**src/rtl/reg_file_sequencer.sv**
```systemverilog
// Register-file bus initiator: accepts READ/WRITE/MOVE/SWAP commands, sequences the register
// file control pins and returns results. Define REG_FILE_SEQ_FAST_MOVE_EN for single-cycle MOVE.
module reg_file_sequencer #(
    parameter int WORD_SIZE = 32,
    parameter int SEL_WIDTH = 8
) (
    input  logic                 clk,
    input  logic                 rst_n,
    input  logic                 cmd_valid,
    output logic                 cmd_ready,
    input  logic [1:0]           cmd_op,
    input  logic [SEL_WIDTH-1:0] cmd_sel_a,
    input  logic [SEL_WIDTH-1:0] cmd_sel_b,
    input  logic [WORD_SIZE-1:0] cmd_data,
    output logic                 rsp_valid,
    input  logic                 rsp_ready,
    output logic [WORD_SIZE-1:0] rsp_a,
    output logic [WORD_SIZE-1:0] rsp_b,
    output logic                 rsp_err,
    output logic                 oe_a,
    output logic                 oe_b,
    output logic                 ld,
    output logic [SEL_WIDTH-1:0] sel_a,
    output logic [SEL_WIDTH-1:0] sel_b,
    output logic [WORD_SIZE-1:0] input_bus,
    input  logic [WORD_SIZE-1:0] a_bus,
    input  logic [WORD_SIZE-1:0] b_bus
);

    typedef enum logic [3:0] {
        IDLE    = 4'd0,
        RD      = 4'd1,
        WR      = 4'd2,
        MV_RD   = 4'd3,
        MV_WR   = 4'd4,
        SW_RD   = 4'd5,
        SW_WR_X = 4'd6,
        SW_WR_Y = 4'd7,
        RSP     = 4'd8,
        MV      = 4'd9
    } state_t;

    localparam logic [1:0]           OP_READ  = 2'd0;
    localparam logic [1:0]           OP_WRITE = 2'd1;
    localparam logic [1:0]           OP_MOVE  = 2'd2;
    localparam logic [1:0]           OP_SWAP  = 2'd3;
    localparam logic [SEL_WIDTH-1:0] SEL_BAD  = {SEL_WIDTH{1'b1}};

    state_t                 state_q, state_d;
    logic [SEL_WIDTH-1:0]   xa_q, xa_d, xb_q, xb_d;
    logic [WORD_SIZE-1:0]   rsp_a_q, rsp_a_d, rsp_b_q, rsp_b_d;
    logic                   rsp_err_q, rsp_err_d;
    logic                   rsp_valid_q, rsp_valid_d;
    logic                   cmd_ready_q, cmd_ready_d;
    logic                   oe_a_q, oe_a_d, oe_b_q, oe_b_d, ld_q, ld_d;
    logic [SEL_WIDTH-1:0]   sel_a_q, sel_a_d, sel_b_q, sel_b_d;
    logic [WORD_SIZE-1:0]   input_bus_q, input_bus_d;
    logic                   bad_sel_s;

    // rsp_a/rsp_b double as the MOVE temp and the SWAP tx/ty holding registers.
    // Pin values are computed from the next state so every control line is a flop.
    // Next-state, latched-field and registered-output computation.
    always_comb begin
        state_d     = state_q;
        xa_d        = xa_q;
        xb_d        = xb_q;
        rsp_a_d     = rsp_a_q;
        rsp_b_d     = rsp_b_q;
        rsp_err_d   = rsp_err_q;
        oe_a_d      = 1'b0;
        oe_b_d      = 1'b0;
        ld_d        = 1'b0;
        sel_a_d     = {SEL_WIDTH{1'b0}};
        sel_b_d     = {SEL_WIDTH{1'b0}};
        input_bus_d = {WORD_SIZE{1'b0}};
        bad_sel_s   = (cmd_sel_a == SEL_BAD) || ((cmd_op != OP_WRITE) && (cmd_sel_b == SEL_BAD));

        case (state_q)
            IDLE: begin
                if (cmd_valid && cmd_ready_q) begin
                    xa_d      = cmd_sel_a;
                    xb_d      = cmd_sel_b;
                    rsp_a_d   = {WORD_SIZE{1'b0}};
                    rsp_b_d   = {WORD_SIZE{1'b0}};
                    rsp_err_d = 1'b0;
                    if (bad_sel_s) begin
                        state_d   = RSP;
                        rsp_err_d = 1'b1;
                    end else begin
                        case (cmd_op)
                            OP_READ:  state_d = RD;
                            OP_WRITE: begin
                                state_d = WR;
                                rsp_a_d = cmd_data;
                            end
`ifdef REG_FILE_SEQ_FAST_MOVE_EN
                            OP_MOVE:  state_d = MV;
`else
                            OP_MOVE:  state_d = MV_RD;
`endif
                            OP_SWAP:  state_d = SW_RD;
                            default:  state_d = IDLE;
                        endcase
                    end
                end else begin
                    state_d = IDLE;
                end
            end
            RD: begin
                state_d = RSP;
                rsp_a_d = a_bus;
                rsp_b_d = b_bus;
            end
            WR:      state_d = RSP;
            MV_RD: begin
                state_d = MV_WR;
                rsp_a_d = b_bus;
            end
            MV_WR:   state_d = RSP;
`ifdef REG_FILE_SEQ_FAST_MOVE_EN
            MV: begin
                state_d = RSP;
                rsp_a_d = b_bus;
            end
`endif
            SW_RD: begin
                state_d = SW_WR_X;
                rsp_a_d = a_bus;
                rsp_b_d = b_bus;
            end
            SW_WR_X: state_d = SW_WR_Y;
            SW_WR_Y: state_d = RSP;
            RSP: begin
                if (rsp_ready) begin
                    state_d = IDLE;
                end else begin
                    state_d = RSP;
                end
            end
            default: state_d = IDLE;
        endcase

        case (state_d)
            RD, SW_RD: begin
                oe_a_d  = 1'b1;
                oe_b_d  = 1'b1;
                sel_a_d = xa_d;
                sel_b_d = xb_d;
            end
            WR: begin
                ld_d        = 1'b1;
                sel_a_d     = xa_d;
                input_bus_d = rsp_a_d;
            end
            MV_RD: begin
                oe_b_d  = 1'b1;
                sel_b_d = xb_d;
            end
            MV_WR: begin
                ld_d        = 1'b1;
                sel_a_d     = xa_d;
                input_bus_d = rsp_a_d;
            end
            MV: begin
                oe_b_d  = 1'b1;
                ld_d    = 1'b1;
                sel_a_d = xa_d;
                sel_b_d = xb_d;
            end
            SW_WR_X: begin
                ld_d        = 1'b1;
                sel_a_d     = xa_d;
                input_bus_d = rsp_b_d;
            end
            SW_WR_Y: begin
                ld_d        = 1'b1;
                sel_a_d     = xb_d;
                input_bus_d = rsp_a_d;
            end
            default: begin
                oe_a_d = 1'b0;
            end
        endcase

        cmd_ready_d = (state_d == IDLE);
        rsp_valid_d = (state_d == RSP);
    end

    // State, latched command fields and all registered outputs.
    always_ff @(posedge clk or negedge rst_n) begin
        if (!rst_n) begin
            state_q     <= IDLE;
            xa_q        <= {SEL_WIDTH{1'b0}};
            xb_q        <= {SEL_WIDTH{1'b0}};
            rsp_a_q     <= {WORD_SIZE{1'b0}};
            rsp_b_q     <= {WORD_SIZE{1'b0}};
            rsp_err_q   <= 1'b0;
            rsp_valid_q <= 1'b0;
            cmd_ready_q <= 1'b0;
            oe_a_q      <= 1'b0;
            oe_b_q      <= 1'b0;
            ld_q        <= 1'b0;
            sel_a_q     <= {SEL_WIDTH{1'b0}};
            sel_b_q     <= {SEL_WIDTH{1'b0}};
            input_bus_q <= {WORD_SIZE{1'b0}};
        end else begin
            state_q     <= state_d;
            xa_q        <= xa_d;
            xb_q        <= xb_d;
            rsp_a_q     <= rsp_a_d;
            rsp_b_q     <= rsp_b_d;
            rsp_err_q   <= rsp_err_d;
            rsp_valid_q <= rsp_valid_d;
            cmd_ready_q <= cmd_ready_d;
            oe_a_q      <= oe_a_d;
            oe_b_q      <= oe_b_d;
            ld_q        <= ld_d;
            sel_a_q     <= sel_a_d;
            sel_b_q     <= sel_b_d;
            input_bus_q <= input_bus_d;
        end
    end

    assign cmd_ready = cmd_ready_q;
    assign rsp_valid = rsp_valid_q;
    assign rsp_a     = rsp_a_q;
    assign rsp_b     = rsp_b_q;
    assign rsp_err   = rsp_err_q;
    assign oe_a      = oe_a_q;
    assign oe_b      = oe_b_q;
    assign ld        = ld_q;
    assign sel_a     = sel_a_q;
    assign sel_b     = sel_b_q;
`ifdef REG_FILE_SEQ_FAST_MOVE_EN
    // Fast MOVE forwards the source register straight onto the write bus.
    assign input_bus = (state_q == MV) ? b_bus : input_bus_q;
`else
    assign input_bus = input_bus_q;
`endif

endmodule

```
**config.mk**
```make
export PLATFORM = sky130hd
export DESIGN_NAME = reg_file_sequencer
export DESIGN_NICKNAME = d
export VERILOG_FILES = /design/src/rtl/reg_file_sequencer.sv
export SDC_FILE = /design/constraint.sdc
export NUM_CORES = 1
export LEC_CHECK = 0
export CORE_ASPECT_RATIO = 1.25
export CORE_UTILIZATION = 43
export DETAILED_ROUTE_END_ITERATION = 10
export PLACE_DENSITY = 0.88
export SYNTH_ARGS = -nofsm -noshare
export SYNTH_HDL_FRONTEND = slang
export SYNTH_SLANG_ARGS = --single-unit
```
**constraint.sdc**
```tcl
create_clock -name clk -period 3.6 [get_ports clk]
set_input_delay 0.9 -clock clk [delete_from_list [all_inputs] [get_ports clk]]
set_output_delay 0.9 -clock clk [all_outputs]
set_load 0.1 [all_outputs]
```
# == Yosys cells after proc, flatten, opt, wreduce, memory -nomap -nowiden ==
# Index checks and enable logic that the tools add are counted.
# word_totals
output_inout_bits,118
input_bits,118
reg_bits,138
# op_classes
reduce_logical,14
n_mux,22
n_eq_ne,23
# ops
operator,count
two-way mux 32 bit,4
one-hot mux 32 bit (2 select lines),2
one-hot mux 32 bit (3 select lines),1
two-way mux 8 bit,5
equality test 4 x 3 -> 1 bit (second input constant),8
one-hot mux 4 bit (6 select lines),1
equality test 4 x 2 -> 1 bit (second input constant),4
equality test 8 bit (second input constant),2
one-hot mux 4 bit (4 select lines),1
one-hot mux 8 bit (2 select lines),1
equality test 4 bit (second input constant),3
two-way mux 4 bit,3
equality test 4 x 1 -> 1 bit (second input constant),2
logical NOT 4 bit,2
OR reduction 4 bit,2
OR reduction 6 bit,1
OR reduction 5 bit,1
equality test 2 bit (second input constant),2
two-way mux 1 bit,4
OR reduction 2 bit,2
OR reduction 3 bit,1
equality test 2 x 1 -> 1 bit (second input constant),1
logical AND 1 bit,2
logical NOT 2 bit,1
3 further kinds,3

# == Logic depth before layout (Yosys ltp) ==
# logic_depth
word_depth,9
depth_mapped,11

# == Worst setup path after synthesis ==
# Ideal clock, no wire load.
# synth_timing
kind,input port to flip-flop
startpoint,in cmd_op[1]
endpoint,reg input_bus_q[10] (netlist: input_bus[10])
n_path_buf,1
path_slack_ns,0.542
cell_stages,10
setup_time_ns,0.138
t_arrival_ns,2.920
path_cell_list,inv_1 > ha_1 > nor4_1 > nor3_2 > a21oi_2 > inv_1 > nand3_2 > a21boi_4 > buf_4 > o22ai_1
# synth_via
elab_chain_len,9
word_cells_on_any_way,21
# synth_lines
element,line_no,rtl
"start, declared",11,"input logic [1:0] cmd_op,"
branches (longest 3 deep; another with one-hot mux 4 bit (4 select lines)),--,
two-way mux 4 bit (*),86,if (bad_sel_s) begin
two-way mux 4 bit (*),80,if (cmd_valid && cmd_ready_q) begin
one-hot mux 4 bit (6 select lines) (*),78,case (state_q)
via state_d[0],49,"state_t state_q, state_d;"
equality test 4 x 3 -> 1 bit / equality test 4 x 2 -> 1 bit (equally long branches),143,case (state_d)
OR reduction 3 bit (no source line),--,
one-hot mux 32 bit (2 select lines) (*),143,
via input_bus_d[10],57,"logic [WORD_SIZE-1:0] input_bus_q, input_bus_d;"
"end signal, assigned",205,input_bus_q <= {WORD_SIZE{1'b0}};
"end signal, assigned",220,input_bus_q <= input_bus_d;
"end, declared",57,
# Mark *: on every way through the listed nets, which the timed path passes. The select of a mux whose other input is x is not followed.
# A chain may end at the register's enable or synchronous reset.

# == Worst setup path in the final report ==
# layout_timing
startpoint,in cmd_op[1]
endpoint,reg input_bus_q[12] (netlist: input_bus[12])
# Same word-level chain as after synthesis.

==> run metrics <==
crit path cell chain=clkdlybuf4s50_1 > inv_1 > ha_1 > or4_1 > a31oi_1 > inv_1 > nand3_2 > a21boi_4 > buf_12 > o22ai_1; share of layout cells above drive strength 1=between 10% and 20%; Final setup viols=0; FMAX=between 0.3 and 0.4 GHz; DR vias=between 5000 and 6000; Port-buffer cells=approximately 240; cts hold-fix bufs=0; GP Congestion=approximately 0.83; Final Hold Fails=0; synthesized flop and latch total=138; Die Ht=approximately 130 um; critical path endpoint category=register; vias in the first global route=about 5600; Antenna Nets Post-Route=0; highest-count cells in the layout ignoring fill and taps=clkdlybuf4s50_1 (159), dfrtp_1 (138), nand2_1 (132); worst slew pin tran=approximately 1000 ps; FP Rows=47; Core Box Area=approximately 0.013 mm^2; Max-Cap Viols=0; CTS clk-pin slew, worst paths=about 60 ps; top layer in use=met4; # clock sinks=~140; post-cts sizing count=0; Setup Fix Bufs, Post-CTS=0; first-pass GRT wire length=between 20000 and 30000 um; Synth Warn #=0; area growth from synthesis to layout=52.9%; main flop type after synthesis=dfrtp_1; initial core utilization=approximately 44%; commonest non-fill, non-tap cell in the layout=clkdlybuf4s50_1; diodes inserted=0; clk buf depth=2; H-tree depth=4; HP Class=input port to async pin; number of synthesized flops with an enable pin=0; crit path time final=between 3000 and 4000 ps; Worst EP required=between 3000 and 4000 ps; initial antenna violation count=0; setup TNS=0 ps; CTS tree=built; number of I/O pins=~240; synthesized area=about 0.006 mm^2; r2r endpoint=input_bus[12]; CP Data Arrival Time=about 3400 ps; Crit-path slowest cell=or4_1; CTS buffer count=17; RSZ-0062 raised after global routing=false; crit share post-route=roughly 86%; Post-Route WL=18800 um; WS Path Type=input port to register; NumNets Final=between 900 and 1000; syn avg cell area=10.2 um^2; Syn Nets=about 700; Tot GR Track Use=a little over a quarter; RR Startpoint=state_q[1]; clock root buffer=clkbuf_16; routed len/inst=around 19 um; met2 wire len=about 9700 um; worst skew pair latency=between 400 and 500 ps; reg-to-reg slack, setup=around 670 ps; WP buf/inv=4; post-DR vias/cell=about 5.5; total congestion overflow=0; crit-path max FO=31; most used cell along the critical path=inv_1; worst r2r path cells=7; initial DRC count=450; routed wl met3=1770 um; CP max stage delay=530 ps; distinct cell type count after synthesis=45; DRC viols=0; status=complete, no violations; Crit path max-delay family=buffers and inverters; Max Slew Vio Count=0; drt first pass iters=7; Mapped Cells=574; Slew HR=approximately a third; wire length on met1=roughly 6700 um; dpl hpwl=about 13000 um; skew final=between 4 and 5 ps; largest net degree at the start of global routing=72; Async SR Flop Fraction=100%; DIE WIDTH=106 um; crit path launch type=input port; register area share after synthesis=59.0%; die area=between 0.01 and 0.015 mm^2; Filler cells=998
[logic make-up (layout without fill, tap and decap cells)]
group | count (synthesis) | after routing | synth area share, %
compound gates | 121 | 121 | 14.9
fa+ha+maj | 3 | 3 | 0.642
flops | 138 | 138 | 59.0
xor+xnor | 4 | 4 | 0.599
buf+inv | 83 | 327 | 5.56
simple gates | 209 | 209 | 16.3
mux | 16 | 16 | 2.91
[state kept, by name, summed over array words and instances (netlist names), 4 cells and up]
register and cells:
state_q 4, xb_q 8, xa_q 8, sel_a 8, rsp_a 32, input_bus 32, rsp_b 32, sel_b 8
[synth_stat cells (all sizes together) (2+ instances only)]
cell | number | area [um^2]
xnor2 | 3 | 26.3
a222oi | 31 | 310
a21oi | 4 | 23.8
mux2i | 8 | 80.1
inv | 46 | 173
or3b | 2 | 17.5
ha | 3 | 37.5
and2 | 32 | 200
buf | 6 | 36.3
mux2 | 8 | 90.1
nand3 | 9 | 50.1
o21ai | 40 | 200
a211oi | 2 | 15.0
nand2 | 132 | 495
dfrtp | 138 | 3450
o22ai | 32 | 200
nor2 | 16 | 60.1
nand3b | 2 | 15.0
nand2b | 4 | 25.0
nor3 | 2 | 15.0
o211ai | 2 | 15.0
a31oi | 2 | 12.5
and4 | 2 | 17.5
a21boi | 2 | 26.3
nor4bb | 2 | 20.0
clkbuf | 31 | 116
[worst max path at each step]
stage / start / end / slack, ps / cells past startpoint
finish: cmd_op[1] / input_bus[12] / 510 / 10
global route: cmd_op[1] / ld / 330 / 10
CTS: cmd_op[1] / input_bus[12] / 570 / 10
detailed placement: cmd_op[1] / input_bus[2] / 140 / 10
global placement: cmd_op[1] / input_bus[16] / 220 / 10
floorplan: cmd_op[1] / input_bus[10] / 540 / 10
[per-stage QoR]
step | utilization, % | hold WS [ps] | setup WS [ps] | std cells | instance area [um^2]
2_1_floorplan | - | 466 | 542 | 574 | 5850
3_3_place_gp | 62.6 | 480 | 216 | 957 | 8280
3_5_place_dp | 62.6 | 485 | 141 | 957 | 8280
4_1_cts | 67.6 | 503 | 568 | 989 | 8950
5_1_grt | 67.6 | 515 | 327 | 989 | 8950
6_report | 67.6 | 481 | 514 | 989 | 8950
[area by class of cell]
cell class / instances / area (um^2) / share of cell area [%]
clock buffer: 19 / 453 / 5.06
clock inverter: 13 / 216 / 2.42
inverter: 46 / 173 / 1.93
multi-input combinational: 353 / 2100 / 23.5
sequential: 138 / 3450 / 38.6
tap: 171 / 214 / 2.39
timing repair buffer: 249 / 2330 / 26.1
[per-layer routing]
metal  global-route usage (%)  vias up
met5                        0        -
met4                     11.3        0
met3                     8.47       48
met2                     47.6      298
met1                     29.4     2649
li1                         -     2446
[worst reg2reg max path: stages (launching register included)]
cell,delay (ps)
dfrtp_1,540
or3_1,510
or2_0,370
o41ai_4,610
xnor2_1,210
a21boi_4,200
buf_12,210
o22ai_1,140
Power is left out: the tool's default activity adds up to more than one toggle a clock period on the data nets, which glitch-free logic cannot reach.
